**src/rtl/if_fetch_unit.sv**
```systemverilog
// -----------------------------------------------------------------------------
// if_fetch_unit
//
// Instruction fetch stage. Issues one instruction-memory request at a time,
// waits for the response, and presents the fetched word to the IF/ID register
// until it is consumed (fetch_valid=1 and stall=0). A redirect pulse has
// priority over everything else. If the redirect arrives while a request is
// in flight, that request's response is marked for dropping.
//
// Parameters
//   RESET_PC     first fetch address after reset
//
// Ports
//   clk, rst_n   clock, asynchronous active-low reset
//   stall        downstream hold of the presented instruction
//   redirect     one-cycle branch/jump/flush pulse, target on redirect_pc
//   imem_req     request valid (REQ state only), imem_addr = internal pc
//   imem_gnt     memory accepted the request this cycle
//   imem_rvalid  response valid, data on imem_rdata
//   instr_out    fetched instruction, pc_out is its address
//   fetch_valid  instr_out/pc_out valid
//   misalign     misaligned redirect target flag
//
// Configuration
//   MISALIGN_TRAP_EN  when defined, a redirect to a target that is not word
//                     aligned sets misalign and parks in FAULT until an
//                     aligned redirect arrives. When undefined, the low two
//                     target bits are cleared and misalign is tied 0.
// -----------------------------------------------------------------------------
module if_fetch_unit #(
    parameter logic [31:0] RESET_PC = 32'h0000_0000
) (
    input  logic        clk,
    input  logic        rst_n,
    input  logic        stall,
    input  logic        redirect,
    input  logic [31:0] redirect_pc,
    output logic        imem_req,
    output logic [31:0] imem_addr,
    input  logic        imem_gnt,
    input  logic        imem_rvalid,
    input  logic [31:0] imem_rdata,
    output logic [31:0] instr_out,
    output logic [31:0] pc_out,
    output logic        fetch_valid,
    output logic        misalign
);

`ifdef MISALIGN_TRAP_EN
    typedef enum logic [2:0] {S_IDLE, S_REQ, S_WAIT, S_HOLD, S_FAULT} state_t;
`else
    typedef enum logic [1:0] {S_IDLE, S_REQ, S_WAIT, S_HOLD} state_t;
`endif

    state_t      state, state_nxt;
    logic [31:0] pc, pc_nxt;
    logic [31:0] instr_nxt, pc_out_nxt;
    logic        drop, drop_nxt;
    logic        fv_nxt;
    logic [31:0] target;

`ifdef MISALIGN_TRAP_EN
    logic        mis_nxt;
    assign target = redirect_pc;
`else
    assign target   = redirect_pc & 32'hFFFF_FFFC;
    assign misalign = 1'b0;
`endif

    // Only one request can be outstanding, so the request is simply "in REQ".
    assign imem_req  = (state == S_REQ);
    assign imem_addr = pc;

    // NOTE: every variable gets its hold value first so no path can infer a latch.
    always_comb begin
        state_nxt  = state;
        pc_nxt     = pc;
        drop_nxt   = drop;
        instr_nxt  = instr_out;
        pc_out_nxt = pc_out;
        fv_nxt     = fetch_valid;
`ifdef MISALIGN_TRAP_EN
        mis_nxt    = misalign;
`endif

        if (redirect) begin
            fv_nxt   = 1'b0;
            drop_nxt = 1'b0;
`ifdef MISALIGN_TRAP_EN
            if (redirect_pc[1:0] != 2'b00) begin
                mis_nxt   = 1'b1;
                state_nxt = S_FAULT;
            end else begin
                mis_nxt   = 1'b0;
`else
            begin
`endif
                pc_nxt    = target;
                state_nxt = S_REQ;
                // A request accepted now, or still in flight, returns a word
                // for the old path: remember to throw it away.
                if (state == S_REQ && imem_gnt) begin
                    drop_nxt  = 1'b1;
                    state_nxt = S_WAIT;
                end else if (state == S_WAIT && !imem_rvalid) begin
                    drop_nxt  = 1'b1;
                    state_nxt = S_WAIT;
                end
            end
        end else begin
            unique case (state)
                S_IDLE: state_nxt = S_REQ;
                S_REQ: begin
                    if (imem_gnt) state_nxt = S_WAIT;
                end
                S_WAIT: begin
                    if (imem_rvalid) begin
                        drop_nxt = 1'b0;
                        if (drop) begin
                            state_nxt = S_REQ;
                        end else begin
                            instr_nxt  = imem_rdata;
                            pc_out_nxt = pc;
                            fv_nxt     = 1'b1;
                            pc_nxt     = pc + 32'd4;  // wraps modulo 2^32
                            state_nxt  = S_HOLD;
                        end
                    end
                end
                S_HOLD: begin
                    if (!stall) begin
                        fv_nxt    = 1'b0;
                        state_nxt = S_REQ;
                    end
                end
`ifdef MISALIGN_TRAP_EN
                S_FAULT: state_nxt = S_FAULT;
`endif
                default: state_nxt = S_IDLE;
            endcase
        end
    end

    // NOTE: sequential state uses non-blocking assignments so every register
    // samples the pre-edge values regardless of statement order.
    always_ff @(posedge clk or negedge rst_n) begin
        if (!rst_n) begin
            state       <= S_IDLE;
            pc          <= RESET_PC;
            drop        <= 1'b0;
            instr_out   <= 32'h0;
            pc_out      <= 32'h0;
            fetch_valid <= 1'b0;
`ifdef MISALIGN_TRAP_EN
            misalign    <= 1'b0;
`endif
        end else begin
            state       <= state_nxt;
            pc          <= pc_nxt;
            drop        <= drop_nxt;
            instr_out   <= instr_nxt;
            pc_out      <= pc_out_nxt;
            fetch_valid <= fv_nxt;
`ifdef MISALIGN_TRAP_EN
            misalign    <= mis_nxt;
`endif
        end
    end

endmodule

```
**config.mk**
```make
export PLATFORM = sky130hd
export DESIGN_NAME = if_fetch_unit
export DESIGN_NICKNAME = d
export VERILOG_FILES = /design/src/rtl/if_fetch_unit.sv
export SDC_FILE = /design/constraint.sdc
export NUM_CORES = 1
export LEC_CHECK = 0
export ABC_AREA = 1
export CAP_MARGIN = 5
export CORE_ASPECT_RATIO = 1.5
export CORE_MARGIN = 5
export CORE_UTILIZATION = 35
export CTS_BUF_LIST = sky130_fd_sc_hd__clkbuf_8
export DETAILED_ROUTE_END_ITERATION = 12
export PLACE_DENSITY_LB_ADDON = 0.2
export SLEW_MARGIN = 20
export SYNTH_ARGS = -nofsm -noshare
export SYNTH_HDL_FRONTEND = slang
export SYNTH_SLANG_ARGS = --single-unit
```
**constraint.sdc**
```tcl
create_clock -name clk -period 2.6 [get_ports clk]
set_clock_uncertainty 0.1 [all_clocks]
set_input_delay 0.39 -clock clk [delete_from_list [all_inputs] [get_ports clk]]
set_output_delay 0.39 -clock clk [all_outputs]
set_load 0.05 [all_outputs]
```
==> metrics.csv, run 1 <==
metric;value;unit
startpoint types;flop;
CTS tree;built;
clk slew on worst S/H paths;0.10;ns
Post-Synth Adder-Cell Area;0.0104;
status;complete, no violations;
I/O pins;169;
ANT cells;0;
CTS Sinks;96;
Core Footprint;13500;sq um
DPL Wire Length;11200;microns
gr ovfl total;0;
vias in the first global route;4719;
global-route wire length before repair;23600;microns
Fin Setup TNS;0;ns
DRC Markers;0;
Synth warnings;0;
Die Span Y;154;microns
Finished Layout Cells;974;
reg-to-reg slack, setup;0.55;ns
worst vdd ir;0.462;mV
mux contribution to synthesized area;0;
synthesized area per cell;7.46;sq um
Hold Path Origin;instr_out[7];
clock latency on the worst-skew pair;0.36;ns
Placement Cell Area;6610;sq um
WP data required;2.11;ns
drt first pass iters;5;
Seq cells post-synth;96;
IO buf count;161;
Resized Gates After CTS;0;
CP max FO;4;
CP max stage cell;clkdlybuf4s50_1;
Worst Hold End;instr_out[7];
pins over their slew limit;0;
post-synthesis compound-gate area fraction;0.0708;
Antenna Violating Nets Remaining;0;
RSZ-0062 raised after global routing;no;
clk root buf;clkbuf_8;
pre-CTS WS;0.346;ns
Inst Count DP;958;
Tcrit/Tclk final;0.928;
CP cell instances;inv_1 > ha_1 > clkdlybuf4s50_1;
leakage;3.22;nW
largest family of logic cells by synthesized area;simple AND/OR/NAND/NOR gates;
Core Rows;52;
worst slew pin tran;0.611;ns
Num CTS Buffers;9;
Netlist cell types;27;
xor/xnor share of the synthesized area;0.00363;
Synth Area in Simple Gates;0.345;
initial cell density of the core;0.357;
Mapped Area;4820;sq um
WHS;0.376;ns
Final Hold Fails;0;
Core Util, Final;0.504;
PwrDens;1110;nW/um^2
routed length per instance;14.8;microns
H-tree depth;3;
Crit path max-delay family;buffers and inverters;
layout cells sized above 1;0.0591;
fmax;415;MHz
WS Path Type;reg -> out;
DIE WIDTH;106;microns
Area growth, synth to finish;41.3;%
CP Capture Type;primary output;
CTS max path bufs;2;
routability congestion estimate;0.845;
GR Util All Layers;0.179;
vias per cell;4.73;
max capacitance violation total;0;
most frequent cells in the layout;nand2_1, clkdlybuf4s50_1, dfrtp_1, nor2_1, inv_1;
Worst Reg-to-Reg Cells;11;
final net count;882;
sequential area share after synthesis;0.498;
Final Critical Period;2.41;ns
Pwr Total;7.59;mW
Critical R2R Launch;state[0];
die area;16300;sq um
DR iter-0 viols;220;
Reg2Reg Capture Point;imem_addr[2];
Rel. slew slack;0.593;
Worst path max stage delay;0.83;ns
Post-Layout Inst Area;6820;sq um
smallest setup slack after layout;0.188;ns
data arrival time of the critical path;1.92;ns
Worst Hold Class;reg -> reg;
wirelength, routed;14400;microns
cell count after synthesis;647;
hold path cells;2;
commonest non-fill, non-tap cell in the layout;nand2_1;
initial antenna violation count;0;
total number of vias;4610;
CP bufs+invs;2;
pin count of the biggest net entering global routing;44;
Setup violations, final;0;
kinds of logic (layout without fill, tap and decap cells):
kind of cell / count (synthesis) / in the layout
XOR/XNOR: 2 / 2
other: 1 / 5
AO/OA/AOI/OAI: 58 / 58
AND/OR/NAND/NOR: 414 / 414
flip-flops: 96 / 96
buffers and inverters: 72 / 233
adder cells (fa/ha/maj): 4 / 4
sequential cells by signal, indices dropped and copies added, names as in the netlist:
register / flops
instr_out: 32
imem_addr: 30
pc_out: 30
state: 2
drop: 1
fetch_valid: 1
synth_stat cells:
cell type,instances,area [sq um]
nor2_1,79,297
a22oi_1,3,22.5
a31oi_1,2,12.5
xor2_1,2,17.5
nor3_1,4,20.0
nand2_2,3,18.8
o221ai_1,2,17.5
ha_1,4,50.1
a21oi_1,9,45.0
dfrtp_1,96,2400
and2_1,1,6.26
clkbuf_1,6,22.5
nand2_1,276,1040
nor2_4,4,45.0
o21ai_2,5,43.8
nand3_1,40,200
inv_1,41,154
conb_1,1,3.75
buf_2,13,65.1
buf_4,5,37.5
nand4_1,2,12.5
nor2_2,5,31.3
o211ai_1,4,30.0
o31ai_1,2,15.0
inv_2,2,7.51
o21ai_0,31,155
buf_6,5,56.3
final cells by class:
class | instances | area (sq um)
fillers | 1357 | 6710
flip-flops and latches | 96 | 2400
multi-input cells | 483 | 2090
repair buffers | 175 | 1750
well taps | 162 | 203
inverters | 43 | 161
clock buffers | 11 | 151
clock inverters | 4 | 52.6
worst reg2reg max path, stage by stage (launching register included):
cell and delay [ns]:
dfrtp_1 0.39, inv_1 0.07, ha_1 0.25, nand2_2 0.10
inv_2 0.04, nand2_2 0.10, nor2_4 0.04, inv_2 0.31
buf_4 0.26, nor2_1 0.07, a21oi_1 0.11, o21ai_0 0.09
metal layers:
metal / vias up / share of wire / GRT usage
met5: - / 0 / 0
met4: 0 / 0.016 / 0.0568
met3: 16 / 0.055 / 0.0315
met2: 151 / 0.52 / 0.331
met1: 2106 / 0.41 / 0.209
li1: 2337 / - / -
repair_timing:
| item | 4_1_cts | 5_1_grt |
|---|---|---|
| endpoints found under the hold margin | 40 | 0 |
| buffers inserted | 0 | 0 |
| hold buffers | 1 | 0 |
power by group:
| group | internal (mW) | switching, mW | total [mW] |
|---|---|---|---|
| combinational | 1.33 | 2.83 | 4.16 |
| clock | 0.496 | 0.526 | 1.02 |
| sequential | 2.04 | 0.367 | 2.40 |
| total | 3.86 | 3.73 | 7.59 |
worst max path at each step:
stage / startpoint / to / slack [ns] / cells past startpoint
final: state[1] / imem_req / 0.19 / 3
after global routing: state[1] / imem_req / 0.11 / 3
after CTS: state[1] / imem_req / 0.18 / 3
after detailed placement: imem_rvalid / imem_addr[2] / 0.35 / 10
after global placement: imem_rvalid / imem_addr[2] / 0.37 / 10
after floorplan: imem_addr[3] / imem_addr[30] / 0.62 / 10
Power figures use the tool's default switching activity.
==> inputs of run 2 (changes only) <==
--- a/config.mk
+++ b/config.mk
@@ -13,6 +13,7 @@
 export CTS_BUF_LIST = sky130_fd_sc_hd__clkbuf_8
 export DETAILED_ROUTE_END_ITERATION = 12
 export PLACE_DENSITY_LB_ADDON = 0.2
+export SKIP_CTS_REPAIR_TIMING = 1
 export SLEW_MARGIN = 20
 export SYNTH_ARGS = -nofsm -noshare
 export SYNTH_HDL_FRONTEND = slang
==> run 2 against run 1 <==
Wire length is essentially flat. Combinational power is essentially flat. Sequential cell count is the same.
==> metrics.csv, run 2 (same netlist as run 1, synthesis figures left out) <==
metric;value;unit;change
initial cell density of the core;0.357;;unchanged
initial antenna violation count;0;;unchanged
Sequential Power Share;0.317;;about the same
Biggest register;instr_out;;unchanged
Core Rows;52;;unchanged
data arrival time of the critical path;1.92;ns;about the same
WS Path Type;reg -> out;;unchanged
ANT cells;0;;unchanged
wirelength, routed;14400;microns;about the same
vias per cell;4.74;;was 4.73
vias in the first global route;4711;;was 4,719
CP max FO;4;;unchanged
DRC Markers;0;;unchanged
RSZ-0062 raised after global routing;no;;unchanged
CP max stage cell;clkdlybuf4s50_1;;unchanged
drt first pass iters;4;;was 5
Placement Cell Area;6610;sq um;unchanged
Worst Hold Class;reg -> reg;;unchanged
Core Footprint;13500;sq um;unchanged
worst slew pin tran;0.608;ns;was 0.611 ns
max reg flops;32;;unchanged
global-route wire length before repair;23600;microns;about the same
CP Capture Type;primary output;;unchanged
WP data required;2.11;ns;about the same
routability congestion estimate;0.845;;unchanged
Die Span Y;154;microns;unchanged
Post-Layout Inst Area;6820;sq um;unchanged
combinational group share of total power;0.549;;about the same
Setup violations, final;0;;unchanged
Clk pwr share;0.135;;about the same
Antenna Violating Nets Remaining;0;;unchanged
leakage;3.22;nW;unchanged
CTS max path bufs;2;;unchanged
final net count;882;;unchanged
DPL Wire Length;11200;microns;unchanged
Area growth, synth to finish;41.3;%;unchanged
gr ovfl total;0;;unchanged
Final Hold Fails;0;;unchanged
Worst path max stage delay;0.83;ns;about the same
startpoint types;flop;;unchanged
layout cells sized above 1;0.0591;;unchanged
die area;16300;sq um;unchanged
pins over their slew limit;0;;unchanged
max capacitance violation total;0;;unchanged
pin count of the biggest net entering global routing;44;;unchanged
CTS tree;built;;unchanged
routed length per instance;14.8;microns;about the same
IO buf count;161;;unchanged
commonest non-fill, non-tap cell in the layout;nand2_1;;unchanged
I/O pins;169;;unchanged
DR iter-0 viols;220;;unchanged
Final Critical Period;2.41;ns;about the same
Rel. slew slack;0.595;;was 0.593
CTS Sinks;96;;unchanged
clock latency on the worst-skew pair;0.36;ns;about the same
clk root buf;clkbuf_8;;unchanged
sw frac;0.491;;about the same
Num CTS Buffers;9;;unchanged
clk slew on worst S/H paths;0.10;ns;about the same
total number of vias;4618;;was 4,610
Tcrit/Tclk final;0.928;;about the same
CP bufs+invs;2;;unchanged
GR Util All Layers;0.179;;about the same
most frequent cells in the layout;nand2_1, clkdlybuf4s50_1, dfrtp_1, nor2_1, inv_1;;unchanged
Net Switching;3.73;mW;about the same
Crit path max-delay family;buffers and inverters;;unchanged
fmax;415;MHz;about the same
status;complete, no violations;;unchanged
P_int;3.86;mW;unchanged
H-tree depth;3;;unchanged
Fin Setup TNS;0;ns;unchanged
worst vdd ir;0.462;mV;about the same
DIE WIDTH;106;microns;unchanged
CP cell instances;inv_1 > ha_1 > clkdlybuf4s50_1;;unchanged
PwrDens;1110;nW/um^2;about the same
Pwr Total;7.59;mW;about the same
## run 2: cell counts in the layout (fill, tap and decap cells not counted)
No cell type changed its count.
## run 2: cell type report
cell class | instances | area [sq um]
fill | 1357 | 6710
timing repair buffer | 175 | 1750
sequential | 96 | 2400
inverter | 43 | 161
clock buffer | 11 | 151
multi-input combinational | 483 | 2090
tap | 162 | 203
clock inverter | 4 | 52.6
## run 2: power groups by stage
stage,Sequential [mW],Combinational [mW],Clock (mW)
6_report,2.40,4.16,1.02
5_1_grt,2.48,4.42,1.12
4_1_cts,2.41,4.21,1.06
3_5_place_dp,2.44,4.20,0
3_3_place_gp,2.41,4.15,0
2_1_floorplan,4.26,0.823,0
## run 2: through the flow
stage,setup slack [ns],hold WS (ns),utilization,std cells
final,0.188,0.376,0.504,974
after global routing,0.106,0.398,0.504,974
after CTS,0.178,-0.0735,0.503,973
after detailed placement,0.346,0.338,0.488,958
after global placement,0.374,0.325,0.488,958
after floorplan,0.624,-0.00559,-,651
## run 2: path summary, 6_finish.rpt
check	startpoint	to	slack, ns	depth (start not counted)
worst max-delay path	state[1]	imem_req	0.19	3
worst min-delay path	instr_out[7]	instr_out[7]	0.38	2
worst max register to register	state[0]	imem_addr[2]	0.55	11
worst min register to register	instr_out[7]	instr_out[7]	0.38	2
max in group asynchronous	rst_n	pc_out[6]	1.28	3
min in group asynchronous	rst_n	instr_out[4]	0.46	2
## run 2: worst reg2reg max path: cells and delay by family, from the launching register on
kind,cells,cell delay (ns)
compound gates,2,0.20
flops,1,0.39
buf+inv,4,0.68
fa+ha+maj,1,0.25
simple gates,4,0.31
## run 2: metal layers
metal	share of wire	routed length, microns	vias up	GRT usage
met2	0.52	7510	152	0.330
met5	0	0	-	0
met3	0.056	812	18	0.0319
met4	0.019	269	0	0.0568
li1	-	-	2335	-
met1	0.40	5820	2113	0.209
